<file path="src/rtl/master_addr_fifo_arbiter_if.sv">
// -----------------------------------------------------------------------------
// master_addr_fifo_arbiter_if
// Bundles the two address-FIFO read ports and the single valid/ready output
// channel used by master_addr_fifo_arbiter.
//   ch0_*   : write-address FIFO read port (rd_en out, rd_data/rd_empty in)
//   ch1_*   : read-address FIFO read port  (rd_en out, rd_data/rd_empty in)
//   out_*   : scheduled entry toward the AXI address issue logic
// modport master : the arbiter side
// modport slave  : the FIFOs plus the downstream consumer
// -----------------------------------------------------------------------------
interface master_addr_fifo_arbiter_if #(
  parameter int DATA_WIDTH = 44
);
  logic                  ch0_rd_en;
  logic [DATA_WIDTH-1:0] ch0_rd_data;
  logic                  ch0_rd_empty;
  logic                  ch1_rd_en;
  logic [DATA_WIDTH-1:0] ch1_rd_data;
  logic                  ch1_rd_empty;
  logic                  out_valid;
  logic                  out_ready;
  logic [DATA_WIDTH-1:0] out_data;
  logic                  out_src;

  modport master (
    output ch0_rd_en,
    input  ch0_rd_data,
    input  ch0_rd_empty,
    output ch1_rd_en,
    input  ch1_rd_data,
    input  ch1_rd_empty,
    output out_valid,
    input  out_ready,
    output out_data,
    output out_src
  );

  modport slave (
    input  ch0_rd_en,
    output ch0_rd_data,
    output ch0_rd_empty,
    input  ch1_rd_en,
    output ch1_rd_data,
    output ch1_rd_empty,
    input  out_valid,
    output out_ready,
    input  out_data,
    input  out_src
  );
endinterface

</file>
<file path="src/rtl/master_addr_fifo_arbiter.sv">
// -----------------------------------------------------------------------------
// master_addr_fifo_arbiter
// Read-side scheduler for the AXI4 master's write-address (ch0) and
// read-address (ch1) FIFOs. Pops one entry at a time from a non-empty FIFO,
// round-robin on ties, and presents it on a valid/ready channel tagged with
// its source channel.
// Ports:
//   i_rd_clk     : read clock shared with both FIFO read ports
//   i_rd_rst     : asynchronous active-high reset
//   i_arb_en     : 1 = new pops allowed, 0 = finish in-flight entry then idle
//   bus          : FIFO read ports and output channel (master modport)
//   o_busy       : 1 whenever the scheduler is not idle
//   o_issue_cnt  : number of completed output handshakes (wraps)
// -----------------------------------------------------------------------------
module master_addr_fifo_arbiter #(
  parameter int DATA_WIDTH = 44,
  parameter int CNT_WIDTH  = 16
) (
  input  logic                 i_rd_clk,
  input  logic                 i_rd_rst,
  input  logic                 i_arb_en,
  master_addr_fifo_arbiter_if.master bus,
  output logic                 o_busy,
  output logic [CNT_WIDTH-1:0] o_issue_cnt
);

  localparam logic [1:0] ST_IDLE  = 2'd0;
  localparam logic [1:0] ST_READ  = 2'd1;
  localparam logic [1:0] ST_CAPT  = 2'd2;
  localparam logic [1:0] ST_VALID = 2'd3;

  logic [1:0]            r_state;
  logic                  r_grant;
  logic                  r_last_grant;
  logic                  r_out_valid;
  logic                  r_out_src;
  logic [DATA_WIDTH-1:0] r_out_data;
  logic [CNT_WIDTH-1:0]  r_issue_cnt;

  logic [1:0]            w_empty;
  logic [DATA_WIDTH-1:0] w_rd_data [2];
  logic [1:0]            w_rd_en;
  logic                  w_any_ready;
  logic                  w_handshake;
  logic                  w_decide;
  logic                  w_pick;

  assign w_empty      = {bus.ch1_rd_empty, bus.ch0_rd_empty};
  assign w_rd_data[0] = bus.ch0_rd_data;
  assign w_rd_data[1] = bus.ch1_rd_data;

  assign w_any_ready = ~(&w_empty);
  // out_valid is always set while in VALID, so the state alone qualifies it.
  assign w_handshake = (r_state == ST_VALID) && bus.out_ready;
  // Decision points: idle, or the handshake edge of the current entry.
  assign w_decide    = ((r_state == ST_IDLE) || w_handshake) && i_arb_en && w_any_ready;

  // Both ready: alternate away from the last grant. One ready: take it.
  always_comb begin
    w_pick = 1'b0;
    if (!w_empty[0] && !w_empty[1]) begin
      w_pick = ~r_last_grant;
    end else begin
      w_pick = w_empty[0];
    end
  end

  // Pop strobes come straight from registered state so the FIFO sees a clean
  // single-cycle pulse during READ only.
  genvar gi;
  generate
    for (gi = 0; gi < 2; gi++) begin : g_rd_en
      assign w_rd_en[gi] = (r_state == ST_READ) && (r_grant == 1'(gi));
    end
  endgenerate

  assign bus.ch0_rd_en = w_rd_en[0];
  assign bus.ch1_rd_en = w_rd_en[1];
  assign bus.out_valid = r_out_valid;
  assign bus.out_data  = r_out_data;
  assign bus.out_src   = r_out_src;
  assign o_busy        = (r_state != ST_IDLE);
  assign o_issue_cnt   = r_issue_cnt;

  always_ff @(posedge i_rd_clk or posedge i_rd_rst) begin
    if (i_rd_rst) begin
      r_state      <= ST_IDLE;
      r_grant      <= 1'b0;
      r_last_grant <= 1'b1;
      r_out_valid  <= 1'b0;
      r_out_src    <= 1'b0;
      r_out_data   <= '0;
      r_issue_cnt  <= '0;
    end else begin
      case (r_state)
        ST_IDLE: begin
          if (w_decide) begin
            r_grant      <= w_pick;
            r_last_grant <= w_pick;
            r_state      <= ST_READ;
          end
        end
        ST_READ: begin
          r_state <= ST_CAPT;
        end
        ST_CAPT: begin
          // FIFO read data is valid this cycle, one cycle after the pop.
          r_out_data  <= w_rd_data[r_grant];
          r_out_src   <= r_grant;
          r_out_valid <= 1'b1;
          r_state     <= ST_VALID;
        end
        ST_VALID: begin
          if (w_handshake) begin
            r_issue_cnt <= r_issue_cnt + 1'b1;
            r_out_valid <= 1'b0;
            if (w_decide) begin
              r_grant      <= w_pick;
              r_last_grant <= w_pick;
              r_state      <= ST_READ;
            end else begin
              r_state <= ST_IDLE;
            end
          end
        end
        default: begin
          r_state <= ST_IDLE;
        end
      endcase
    end
  end

endmodule

</file>
<file path="src/flat_wrapper.sv">
// flat-port wrapper written by rule: the top's interface ports become plain ports
module master_addr_fifo_arbiter_flat 
#(
  parameter int DATA_WIDTH = 44,
  parameter int CNT_WIDTH  = 16
)
  (i_rd_clk, i_rd_rst, i_arb_en, o_busy, o_issue_cnt, bus_ch0_rd_en, bus_ch0_rd_data, bus_ch0_rd_empty, bus_ch1_rd_en, bus_ch1_rd_data, bus_ch1_rd_empty, bus_out_valid, bus_out_ready, bus_out_data, bus_out_src);
  master_addr_fifo_arbiter_if #(.DATA_WIDTH(DATA_WIDTH)) bus_i ();
  input  logic i_rd_clk;
  input  logic i_rd_rst;
  input  logic i_arb_en;
  output logic o_busy;
  output logic [CNT_WIDTH-1:0] o_issue_cnt;
  output wire logic [$bits(bus_i.ch0_rd_en)-1:0] bus_ch0_rd_en;
  input wire logic [$bits(bus_i.ch0_rd_data)-1:0] bus_ch0_rd_data;
  input wire logic [$bits(bus_i.ch0_rd_empty)-1:0] bus_ch0_rd_empty;
  output wire logic [$bits(bus_i.ch1_rd_en)-1:0] bus_ch1_rd_en;
  input wire logic [$bits(bus_i.ch1_rd_data)-1:0] bus_ch1_rd_data;
  input wire logic [$bits(bus_i.ch1_rd_empty)-1:0] bus_ch1_rd_empty;
  output wire logic [$bits(bus_i.out_valid)-1:0] bus_out_valid;
  input wire logic [$bits(bus_i.out_ready)-1:0] bus_out_ready;
  output wire logic [$bits(bus_i.out_data)-1:0] bus_out_data;
  output wire logic [$bits(bus_i.out_src)-1:0] bus_out_src;
  assign bus_ch0_rd_en = bus_i.ch0_rd_en;
  assign bus_i.ch0_rd_data = bus_ch0_rd_data;
  assign bus_i.ch0_rd_empty = bus_ch0_rd_empty;
  assign bus_ch1_rd_en = bus_i.ch1_rd_en;
  assign bus_i.ch1_rd_data = bus_ch1_rd_data;
  assign bus_i.ch1_rd_empty = bus_ch1_rd_empty;
  assign bus_out_valid = bus_i.out_valid;
  assign bus_i.out_ready = bus_out_ready;
  assign bus_out_data = bus_i.out_data;
  assign bus_out_src = bus_i.out_src;
  master_addr_fifo_arbiter #(.DATA_WIDTH(DATA_WIDTH), .CNT_WIDTH(CNT_WIDTH)) u_core (.i_rd_clk(i_rd_clk), .i_rd_rst(i_rd_rst), .i_arb_en(i_arb_en), .bus(bus_i), .o_busy(o_busy), .o_issue_cnt(o_issue_cnt));
endmodule
</file>
<file path="config.mk">
export PLATFORM = sky130hd
export DESIGN_NAME = master_addr_fifo_arbiter_flat
export DESIGN_NICKNAME = d
export VERILOG_FILES = /design/src/rtl/master_addr_fifo_arbiter_if.sv /design/src/rtl/master_addr_fifo_arbiter.sv /design/src/flat_wrapper.sv
export SDC_FILE = /design/constraint.sdc
export NUM_CORES = 1
export LEC_CHECK = 0
export ABC_AREA = 0
export ABC_CLOCK_PERIOD_IN_PS = 2400
export BUFFER_PORTS_ARGS = -buffer_cell sky130_fd_sc_hd__buf_2
export CAP_MARGIN = 25
export CORE_UTILIZATION = 45
export DETAILED_ROUTE_END_ITERATION = 16
export PLACE_DENSITY = 0.9
export SYNTH_ARGS = -nofsm -noshare
export SYNTH_HDL_FRONTEND = slang
export SYNTH_SLANG_ARGS = --single-unit
</file>
<file path="constraint.sdc">
create_clock -name i_rd_clk -period 2.4 [get_ports i_rd_clk]
set_clock_uncertainty 0.1 [all_clocks]
set_input_delay 0 -clock i_rd_clk [delete_from_list [all_inputs] [get_ports i_rd_clk]]
set_output_delay 0 -clock i_rd_clk [all_outputs]
set_load 0.02 [all_outputs]
</file>
==> summary.txt <==
Clock network
  • Clock sinks: 66
  • Reg clk slew, reported paths: roughly 80 ps
  • Root buffer cell: clkbuf_8
  • CTS tree: built
  • TritonCTS Buffers: 9
  • Clk_lat worst skew: between 300 and 400 ps
  • H-tree levels: 3
  • CTS max path bufs: 2
  • Buffer count from post-CTS setup fixing: 0

Timing
  • Fmax: 0.4752 GHz
  • Worst-Margin Slew: approximately 720 ps
  • Final TNS setup: 0 ps
  • Worst slew slack as a fraction of its limit: 51.76%
  • Min cycle time layout: 2104 ps
  • Hold_ws: between 40 and 50 ps
  • Final Worst Setup Slack: approximately 300 ps
  • RSZ-0062 raised after global routing: false
  • Setup-failing EPs final: 0
  • Final hold vios: 0
  • Crit share post-route: between 80% and 90%
  • Slew Viols, Final: 0

Finish
  • FILL cells: ~420
  • Flip-flop and latch area: between 1500 and 2000 um2
  • Fin area: 5072 um2
  • Leading cell types in the layout, fill and taps excluded: buf_2, dlygate4sd3_1, dfrtp_1, nor2_1, a21oi_1
  • Commonest non-fill, non-tap cell in the layout: buf_2
  • Footprint of the multi-input gates: between 1000 and 1500 um2
  • Final Instance Count excl. Fillers: 620
  • Area grow syn2layout: 63.93%
  • Antenna cell count: 0
  • Layout cells sized above 1: about a third
  • Final Core Density: around four fifths
  • Nets: around 640

Place
  • PortBufs: between 150 and 200
  • DP Worst Slack: between 700 and 800 ps
  • Final HPWL DP: about 5500 um
  • Placed insts: between 500 and 600
  • GP Congestion: 0.7723
  • Placed inst area: around 4000 um2

Status
  • Failing checks: DRC
  • Outcome: complete, but fails checks

Power and ir drop
  • Clock power frac: 15.0%
  • PwrDens: 1113 nW/um2
  • Final Power: around 5.6 mW
  • Static Leak: around 2.6 nW
  • Net Sw Power: 2.409 mW
  • Peak VDD IR: between 600 and 700 uV
  • Int Pwr: about 3.2 mW
  • Sw frac: a little over two fifths
  • Reg power frac: approximately a third
  • Comb pwr share: a little over half

Logic synthesis
  • Gate Count Post-Synth: approximately 290
  • Async SR Flop Fraction: between 90% and 100%
  • Ys Warns: 0
  • Synthesized area per cell: between 10 and 15 um2
  • Seq cells post-synth: 66
  • Syn Nets: just under 400
  • Post-synth EDFFs: 0
  • Top_reg_cell synth: dfrtp_1
  • Cell area after synthesis: just over 3000 um2
  • Count of different cell masters after synthesis: 32
  • Register area share after synthesis: roughly 53%

Setup path
  • Worst path most repeated cell: inv_1
  • CP max stage cell: dlygate4sd3_1
  • Crit. Startpoint: u_core.r_state[0]$_DFFE_PP0P_
  • Worst Setup EP: u_core.r_last_grant$_DFFE_PP1P_
  • Critical path capture point type: flip-flop
  • CP max stage delay: between 500 and 600 ps
  • Worst path required time: around 2600 ps
  • Worst r2r path cells: 7
  • CP delay by family, top: buffers and inverters
  • Crit path depth: 7
  • WP buf/inv: 3
  • Worst path cell trace: inv_1, ha_1, inv_1, o21ai_0, and3_1, nor2_1, dlygate4sd3_1
  • Startpoint types: flip-flop
  • R2R Path End: u_core.r_last_grant$_DFFE_PP1P_
  • CP Data Arrival Time: ~2300 ps
  • Crit Reg-Reg Startpoint: u_core.r_state[0]$_DFFE_PP0P_
  • R2r setup slk: about 300 ps
  • Setup CP Type: flip-flop to flip-flop
  • CP max FO: 5

Die
  • Die area: 7211 um2
  • Die H: between 80 and 90 um
  • Boundary Pins: around 160
  • Area of the core: approximately 6500 um2
  • FP Rows: 29
  • Initial Util: a little under half
  • Die width: ~85 um

Drt
  • DR pass1 iterations: 12
  • DRC Markers: 14
  • Routed vias/inst: 5.137
  • DR iter-0 viols: ~140
  • Wirelength, routed: ~9700 um
  • Detail Route Antenna Nets: 0
  • Wirelength per Cell: around 16 um
  • Routed vias: ~3200

Worst hold path
  • Hold Crit Class: input port to flip-flop

Run
  • Max_cap viols: 0

Global route
  • First-pass GRT wire length: about 15000 um
  • Antenna violations before repair: 0
  • Largest net degree at the start of global routing: 55
  • GRT Total Usage: between 20 and 30%
  • Remaining global-route overflow: 0
  • Vias in the first global route: around 3300
## worst reg2reg max path, stage by stage (launching register included)
cell and delay [ps]:
dfrtp_1 410, inv_1 170, ha_1 190, inv_1 60, o21ai_0 270, and3_1 230, nor2_1 50, dlygate4sd3_1 560
## synthesized netlist by cell type (all sizes together) (2+ instances only)
cell type,number,share of area [%]
ha,6,2.4
buf,7,1.4
nand2,7,0.85
clkbuf,9,1.1
nand4,6,2.2
xnor2,12,3.4
nor2,53,6.5
mux2,2,0.73
a21oi,46,7.4
and2,3,0.69
mux2i,44,14
nor3,2,0.85
o21ai,3,0.49
dfrtp,65,53
inv,6,0.73
nand3,3,0.49
xor2,3,0.85
## registers in the layout, summed over array words and instances, names as in the netlist
signal                flops
u_core.r_state            2
u_core.r_last_grant       1
u_core.bus.out_data      44
u_core.r_grant            1
u_core.bus.out_src        1
u_core.bus.out_valid      1
u_core.o_issue_cnt       16
## worst min path at each step
stage,start,endpoint,cells after the start
after global placement,i_rd_rst,u_core.o_issue_cnt[3]$_DFFE_PP0P_,2
after global routing,bus_ch1_rd_empty,u_core.r_grant$_DFFE_PP0P_,5
final,bus_ch1_rd_empty,u_core.r_grant$_DFFE_PP0P_,5
after floorplan,bus_out_ready,u_core.bus.out_valid$_DFFE_PP0P_,2
after CTS,bus_ch1_rd_empty,u_core.r_grant$_DFFE_PP0P_,5
after detailed placement,i_rd_rst,u_core.o_issue_cnt[3]$_DFFE_PP0P_,2
## routing by layer
metal	global-route usage, %	wire (um)	vias to the layer above	share of wire, %
li1	-	-	1489	-
met1	29.34	3680	1512	38
met2	52.18	5057	154	52
met3	8.463	650	30	6.7
met4	11.71	323	0	3.3
met5	0	0	-	0
## cell type report
type	count	share of cell area, %
inverters	6	0.4440
flip-flops and latches	66	32.61
clock buffers	12	3.059
clock inverters	4	0.5427
repair buffers	256	34.93
well taps	77	1.899
multi-input cells	199	26.52
## logic make-up (layout without fill, tap and decap cells)
family          Yosys count  after routing  synth area share (%)
compound gates           54             54                 9.341
xor+xnor                 15             15                 4.246
fa+ha+maj                 6              6                 2.426
buf+inv                  22            278                 3.194
flops                    66             66                 53.42
mux                      46             46                 14.96
simple gates             78             78                 12.41
## power by group through the flow
stage / Sequential [mW] / Combinational [mW] / Clock [mW]
after floorplan: 2.32 / 1.24 / 0
after global placement: 1.83 / 2.39 / 0
after detailed placement: 1.85 / 2.48 / 0
after CTS: 1.84 / 2.86 / 0.866
after global routing: 1.91 / 3.16 / 0.913
final: 1.86 / 2.93 / 0.848
## timing repair
| item | in CTS | in global routing |
|---|---|---|
| hold buffers | 93 | 0 |
| gates resized for setup | 0 | 0 |
| endpoints found under the hold margin | 82 | 0 |
Power figures use the tool's default switching activity.
